### src/rtl/adder_pipe_pkg.sv
// Shared definitions for the adder pipeline and its accumulator stage.
// Holds FSM state encodings and default datapath widths.
package adder_pipe_pkg;

    localparam int SUM_W_DEF = 17;
    localparam int ACC_W_DEF = 24;
    localparam int LEN_W_DEF = 8;

    typedef enum logic [1:0] {
        IDLE  = 2'd0,
        ACCUM = 2'd1,
        HOLD  = 2'd2
    } state_t;

    // The stage can take a sum in every state except HOLD.
    function automatic logic accepts(input state_t s);
        return (s == IDLE) || (s == ACCUM);
    endfunction

endpackage

### src/rtl/sum_accum_stage_if.sv
// Handshake bundle between the adder stage, the accumulator and readout.
// master drives sums and out_ready; slave is the accumulator stage.
interface sum_accum_stage_if
    import adder_pipe_pkg::*;
#(
    parameter int SUM_W = SUM_W_DEF,
    parameter int ACC_W = ACC_W_DEF,
    parameter int LEN_W = LEN_W_DEF
);

    logic             in_valid;
    logic             in_ready;
    logic [SUM_W-1:0] sum_in;
    logic [LEN_W-1:0] blk_len;
    logic             out_valid;
    logic             out_ready;
    logic [ACC_W-1:0] acc_out;
    logic             ovf;

    modport master (
        output in_valid,
        output sum_in,
        output blk_len,
        output out_ready,
        input  in_ready,
        input  out_valid,
        input  acc_out,
        input  ovf
    );

    modport slave (
        input  in_valid,
        input  sum_in,
        input  blk_len,
        input  out_ready,
        output in_ready,
        output out_valid,
        output acc_out,
        output ovf
    );

endinterface

### src/rtl/sum_accum_stage_acc_add_sat.sv
// Combinational accumulator adder: acc + zero-extended sum, with carry.
// Build option ACC_SATURATE_EN clamps the result to all-ones on carry.
module acc_add_sat
    import adder_pipe_pkg::*;
#(
    parameter int SUM_W = SUM_W_DEF,
    parameter int ACC_W = ACC_W_DEF
) (
    input  logic [ACC_W-1:0] acc,
    input  logic [SUM_W-1:0] addend,
    output logic [ACC_W-1:0] sum,
    output logic             carry
);

    logic [ACC_W:0] raw;

    // Widen by one bit so the carry out of the top bit is visible.
    always_comb begin
        raw   = {1'b0, acc} + (ACC_W + 1)'(addend);
        carry = raw[ACC_W];
`ifdef ACC_SATURATE_EN
        // A clamped all-ones acc carries again on any nonzero addend,
        // so it stays pinned for the rest of the block.
        sum   = carry ? {ACC_W{1'b1}} : raw[ACC_W-1:0];
`else
        sum   = raw[ACC_W-1:0];
`endif
    end

endmodule

### src/rtl/sum_accum_stage.sv
// Block accumulator behind the adder: sums blk_len beats, presents total.
// Option macro ACC_SATURATE_EN: saturate on overflow instead of wrapping.
module sum_accum_stage
    import adder_pipe_pkg::*;
#(
    parameter int SUM_W = SUM_W_DEF,
    parameter int ACC_W = ACC_W_DEF,
    parameter int LEN_W = LEN_W_DEF
) (
    input  logic             clk,
    input  logic             rst,
    input  logic             clr,
    sum_accum_stage_if.slave bus
);

    state_t           state;
    state_t           state_nx;
    logic             ready_q;
    logic [ACC_W-1:0] acc;
    logic [LEN_W-1:0] cnt;
    logic [LEN_W-1:0] len_q;
    logic             ovf_q;

    logic             beat;
    logic             last_acc;
    logic [LEN_W-1:0] len_eff;
    logic [LEN_W-1:0] cnt_inc;
    logic [ACC_W-1:0] add_sum;
    logic             add_carry;

    acc_add_sat #(
        .SUM_W (SUM_W),
        .ACC_W (ACC_W)
    ) u_add (
        .acc    (acc),
        .addend (bus.sum_in),
        .sum    (add_sum),
        .carry  (add_carry)
    );

    // Beat qualification, length latch value and block-end detect.
    always_comb begin
        beat     = bus.in_valid && ready_q;
        len_eff  = (bus.blk_len == '0) ? LEN_W'(1) : bus.blk_len;
        cnt_inc  = cnt + LEN_W'(1);
        last_acc = (cnt_inc == len_q);
    end

    // State register; in_ready is registered from the next state.
    always_ff @(posedge clk or posedge rst) begin
        if (rst) begin
            state   <= IDLE;
            ready_q <= 1'b0;
        end else begin
            state   <= state_nx;
            ready_q <= accepts(state_nx);
        end
    end

    // Next-state logic; clr overrides any beat or transfer.
    always_comb begin
        state_nx = state;
        if (clr) begin
            state_nx = IDLE;
        end else begin
            unique case (state)
                IDLE: begin
                    if (beat) begin
                        state_nx = (len_eff == LEN_W'(1)) ? HOLD : ACCUM;
                    end
                end
                ACCUM: begin
                    if (beat && last_acc) begin
                        state_nx = HOLD;
                    end
                end
                HOLD: begin
                    if (bus.out_ready) begin
                        state_nx = IDLE;
                    end
                end
                default: state_nx = IDLE;
            endcase
        end
    end

    // Output decode: totals are presented only while holding.
    always_comb begin
        bus.in_ready  = ready_q;
        bus.out_valid = (state == HOLD);
        bus.acc_out   = acc;
        bus.ovf       = ovf_q;
    end

    // Accumulator, beat counter, latched length and sticky overflow.
    always_ff @(posedge clk or posedge rst) begin
        if (rst) begin
            acc   <= '0;
            cnt   <= '0;
            len_q <= '0;
            ovf_q <= 1'b0;
        end else if (clr) begin
            acc   <= '0;
            cnt   <= '0;
            ovf_q <= 1'b0;
        end else begin
            unique case (state)
                IDLE: begin
                    if (beat) begin
                        acc   <= ACC_W'(bus.sum_in);
                        len_q <= len_eff;
                        cnt   <= LEN_W'(1);
                        ovf_q <= 1'b0;
                    end
                end
                ACCUM: begin
                    if (beat) begin
                        acc   <= add_sum;
                        cnt   <= cnt_inc;
                        ovf_q <= ovf_q | add_carry;
                    end
                end
                HOLD: begin
                    if (bus.out_ready) begin
                        ovf_q <= 1'b0;
                    end
                end
                default: begin
                    acc <= acc;
                end
            endcase
        end
    end

endmodule

### src/flat_wrapper.sv
// flat-port wrapper written by rule: the top's interface ports become plain ports
module sum_accum_stage_flat import adder_pipe_pkg::*;
#(
    parameter int SUM_W = SUM_W_DEF,
    parameter int ACC_W = ACC_W_DEF,
    parameter int LEN_W = LEN_W_DEF
)
  (clk, rst, clr, bus_in_valid, bus_sum_in, bus_blk_len, bus_out_ready, bus_in_ready, bus_out_valid, bus_acc_out, bus_ovf);
  sum_accum_stage_if #(.SUM_W(SUM_W), .ACC_W(ACC_W), .LEN_W(LEN_W)) bus_i ();
  input  logic clk;
  input  logic rst;
  input  logic clr;
  input wire logic [$bits(bus_i.in_valid)-1:0] bus_in_valid;
  input wire logic [$bits(bus_i.sum_in)-1:0] bus_sum_in;
  input wire logic [$bits(bus_i.blk_len)-1:0] bus_blk_len;
  input wire logic [$bits(bus_i.out_ready)-1:0] bus_out_ready;
  output wire logic [$bits(bus_i.in_ready)-1:0] bus_in_ready;
  output wire logic [$bits(bus_i.out_valid)-1:0] bus_out_valid;
  output wire logic [$bits(bus_i.acc_out)-1:0] bus_acc_out;
  output wire logic [$bits(bus_i.ovf)-1:0] bus_ovf;
  assign bus_i.in_valid = bus_in_valid;
  assign bus_i.sum_in = bus_sum_in;
  assign bus_i.blk_len = bus_blk_len;
  assign bus_i.out_ready = bus_out_ready;
  assign bus_in_ready = bus_i.in_ready;
  assign bus_out_valid = bus_i.out_valid;
  assign bus_acc_out = bus_i.acc_out;
  assign bus_ovf = bus_i.ovf;
  sum_accum_stage #(.SUM_W(SUM_W), .ACC_W(ACC_W), .LEN_W(LEN_W)) u_core (.clk(clk), .rst(rst), .clr(clr), .bus(bus_i));
endmodule
### config.mk
export PLATFORM = sky130hd
export DESIGN_NAME = sum_accum_stage_flat
export DESIGN_NICKNAME = d
export VERILOG_FILES = /design/src/rtl/adder_pipe_pkg.sv /design/src/rtl/sum_accum_stage_if.sv /design/src/rtl/sum_accum_stage_acc_add_sat.sv /design/src/rtl/sum_accum_stage.sv /design/src/flat_wrapper.sv
export SDC_FILE = /design/constraint.sdc
export NUM_CORES = 1
export LEC_CHECK = 0
export CAP_MARGIN = 30
export CORE_AREA = 2 2 85 87
export CTS_CLUSTER_SIZE = 16
export DETAILED_ROUTE_END_ITERATION = 8
export DIE_AREA = 0 0 87 89
export PLACE_DENSITY_LB_ADDON = 0.12
export SYNTH_ARGS = -nofsm -noshare
export SYNTH_HDL_FRONTEND = slang
export SYNTH_HIERARCHICAL = 1
export SYNTH_SLANG_ARGS = --single-unit
### constraint.sdc
create_clock -name clk -period 2.4 [get_ports clk]
set_input_delay 0.48 -clock clk [delete_from_list [all_inputs] [get_ports clk]]
set_output_delay 0.48 -clock clk [all_outputs]
set_load 0.1 [all_outputs]
==> results.toml <==
[placed_design]
place.detailed.hpwl_um = 6330
number_of_placed_cells_counting_well_taps = 544
gp_congestion = 0.850
count_of_input_and_output_buffers = 56

[route]
initialDrtViolationCount = 128
vias_per_cell = 5.79
detail_route.wl_per_cell_um = 16.3
dr_total_vias = 3223
antenna_violating_nets_post_route = 0
detailedRoute.firstPassIterationCount = 4
detailed_route_wire_length_um = 9090
drc = 0

[worst_setup_path]
cp_max_fo = 6
cpPeakStageDelay_ps = 510
cp_endpoint_kind = "flip-flop"
worstSetupPathType = "flip-flop to flip-flop"
critical_path.slowest_cell = "dfrtp_4"
critical_path.cell_chain = "ha_4 > fa_2 > a21oi_4 > o211ai_4 > a21oi_1 > o21ai_1 > a21oi_2 > xnor2_1 > nand2_1 > a311oi_2"
r2r_setup_slack_ps = 40
timing.critical_path.max_delay_family = "compound AO/OA/AOI/OAI gates"
crit_arrival_ps = 2570
critPathRequiredTime_ps = 2610
critical_path_buf_inv_count = 0
worstSetupStartpointType = "flip-flop"

[synthesis]
synth_top_flop_cell = "dfrtp_1"
synthesis.area_per_instance_sq_um = 8.55
syn-num-nets = 434
netlist-cell-type-count = 65
post_synth_inst_count = 385
async_reset_ff_frac = 1.00
synth_edf_count = 0
yosysWarningCount = 6
number_of_synthesized_register_bits = 44
post_synth_instance_area_sq_um = 3290
ys_seq_area_frac = 0.335

[clock_tree]
clk_pin_slew_ps = 100
clock_tree.htree_level_count = 2
cts.hold.buffers_added = 0
tritoncts = "done"
ctsRootBufferMaster = "clkbuf_8"
cts.sinks = 44
cts.path.max_buffers = 2
cts_bufs_inserted = 5
clock_insertion_delay_worst_skew_ps = 310

[grt]
track_usage = 0.237
first_pass_grt_wire_length_um = 14700
grt_max_degree = 45
grt_remaining_overflow = 0
antenna_found_initial = 0
grt_pass1_vias = 3071

[timing]
clock.fmax_mhz = 424
final.min_clock_period_ps = 2360
fin_crit_sh = 0.983
skew_ps = 10.2
worst-slew-pin-transition_ps = 912
max-slew-margin-rel = 0.392
unrepaired_setup_endpoints_after_global_routing = "true"
finalHoldViolations = 0
setup_total_negative_slack_ps = 0
slew_violations = 0
final.hold.worst_slack_ps = 498
final-setup-viol-count = 0

[floorplan]
floorplan.io_pins = 57
rows = 30
die-width_um = 87
core_area_sq_um = 6720
initial_core_util = 0.490
die_h_um = 89
die_area_sq_um = 7740

[power]
p_switching_mw = 1.05
share_clk_of_total_power = 0.228
power.share.sequential = 0.333
internal_power_mw = 1.61
power.switching_fraction = 0.395
power_density_nw_per_um2 = 567
combPwrFrac = 0.439
p_leak_nw = 2.10
vdd.ir_drop.worst_uv = 322

[layout]
finish.utilization = 0.699
layout-drive-gt1-share = 0.344
design.final.nets = 525
layout_common_cells = "buf_4, nand2_1, nor2_1"
antenna_cells_inserted = 0
post_layout_nonfiller_instances = 557
area_growth_pct = 42.6

[worst_hold_path]
worst_hold_path_type = "input pin to flip-flop"

[job]
timing.max_cap.violations = 0

[run_status]
outcome = "finished clean"
power by group through the flow:
stage,logic [mW],registers [mW],clock network (mW)
after detailed placement,1.02,0.891,0
final,1.17,0.887,0.607
after floorplan,0.504,1.08,0
after CTS,1.08,0.879,0.622
after global placement,1.01,0.888,0
after global routing,1.26,0.898,0.643
synthesized netlist by cell type, types with 2 or more instances:
cell | n | share of area
nand2_1 | 77 | 0.088
dfrtp_1 | 44 | 0.33
nor2_1 | 35 | 0.040
a21oi_1 | 21 | 0.032
ha_1 | 18 | 0.068
xnor2_1 | 18 | 0.048
a311oi_1 | 17 | 0.045
clkbuf_1 | 13 | 0.015
nand3_1 | 13 | 0.020
o21ai_0 | 11 | 0.017
inv_1 | 10 | 0.011
xor2_1 | 9 | 0.024
a22o_1 | 8 | 0.021
a21o_1 | 6 | 0.014
nand4_1 | 5 | 0.0095
nor3_1 | 5 | 0.0076
a211oi_1 | 3 | 0.0068
and3_1 | 3 | 0.0057
nand2b_1 | 3 | 0.0057
nor2b_1 | 3 | 0.0057
nor4_1 | 3 | 0.0057
o211ai_2 | 3 | 0.011
o21bai_1 | 3 | 0.0068
o31ai_1 | 3 | 0.0068
a21oi_2 | 2 | 0.0053
and4_1 | 2 | 0.0053
buf_2 | 2 | 0.0030
buf_4 | 2 | 0.0046
buf_6 | 2 | 0.0068
o211a_1 | 2 | 0.0061
o21a_1 | 2 | 0.0046
o31ai_2 | 2 | 0.0076
o32ai_1 | 2 | 0.0053
or2_2 | 2 | 0.0038
state kept, by name, indices dropped and copies added, names as in the netlist:
name                 count
u_core/bus.acc_out      24
u_core/cnt               8
u_core/bus.in_ready      1
u_core/bus.ovf           1
u_core/state             2
u_core/len_q             8
routing by layer:
metal  up-vias  GRT usage  part of all wire
li1       1590          -                 -
met1      1529      0.342              0.47
met2        93      0.373              0.47
met3        11     0.0360             0.047
met4         0     0.0639             0.011
met5         -          0                 0
per-stage QoR:
stage	power [mW]	area (sq um)	setup WS, ps
global placement	1.89	4160	-437
global route	2.80	4690	-67.3
finish	2.66	4690	41.2
CTS	2.59	4430	1.96
detailed placement	1.91	4160	-489
floorplan	1.58	3340	-27.3
cell families after synthesis:
family                     Yosys count  share of synthesized area
xor gates and xnor gates            27                     0.0719
muxes                                1                    0.00342
AOI/OAI and AO/OA                  103                      0.247
buffers and inverters               31                     0.0433
DFF                                 44                      0.335
adders and majority gates           19                     0.0745
and+or+nand+nor                    160                      0.225
final timing paths:
check                                                  start                            endpoint  depth (start not counted)
max                        u_core/bus.acc_out[0]$_DFFE_PP0P_  u_core/bus.acc_out[10]$_DFFE_PP0P_                         10
min                                            bus_sum_in[7]   u_core/bus.acc_out[7]$_DFFE_PP0P_                          3
max reg2reg                u_core/bus.acc_out[0]$_DFFE_PP0P_  u_core/bus.acc_out[10]$_DFFE_PP0P_                         10
min reg2reg                        u_core/cnt[7]$_DFFE_PP0P_           u_core/cnt[7]$_DFFE_PP0P_                          1
max in group asynchronous                                rst   u_core/bus.acc_out[4]$_DFFE_PP0P_                          3
min in group asynchronous                                rst   u_core/bus.acc_out[3]$_DFFE_PP0P_                          3
timing repair:
action,in CTS,in global routing
gates resized for setup,24,42
endpoints found under the setup margin,12,17
endpoints found under the hold margin,0,0
setup buffers,3,2
pin swaps,16,30
layout make-up:
type	count	area, sq um
clock buffers	5	68.8
clock inverters	3	46.3
fillers	534	2030
inverters	10	37.5
multi-input cells	310	2420
flip-flops and latches	44	1130
well taps	80	100
repair buffers	105	887
worst register-to-register path, stage by stage, from the launching register on:
cell and delay [ps]:
dfrtp_4 510, ha_4 180, fa_2 360, a21oi_4 190, o211ai_4 150, a21oi_1 170
o21ai_1 80, a21oi_2 150, xnor2_1 120, nand2_1 80, a311oi_2 270
No activity file was read; power rests on OpenSTA's default activity.
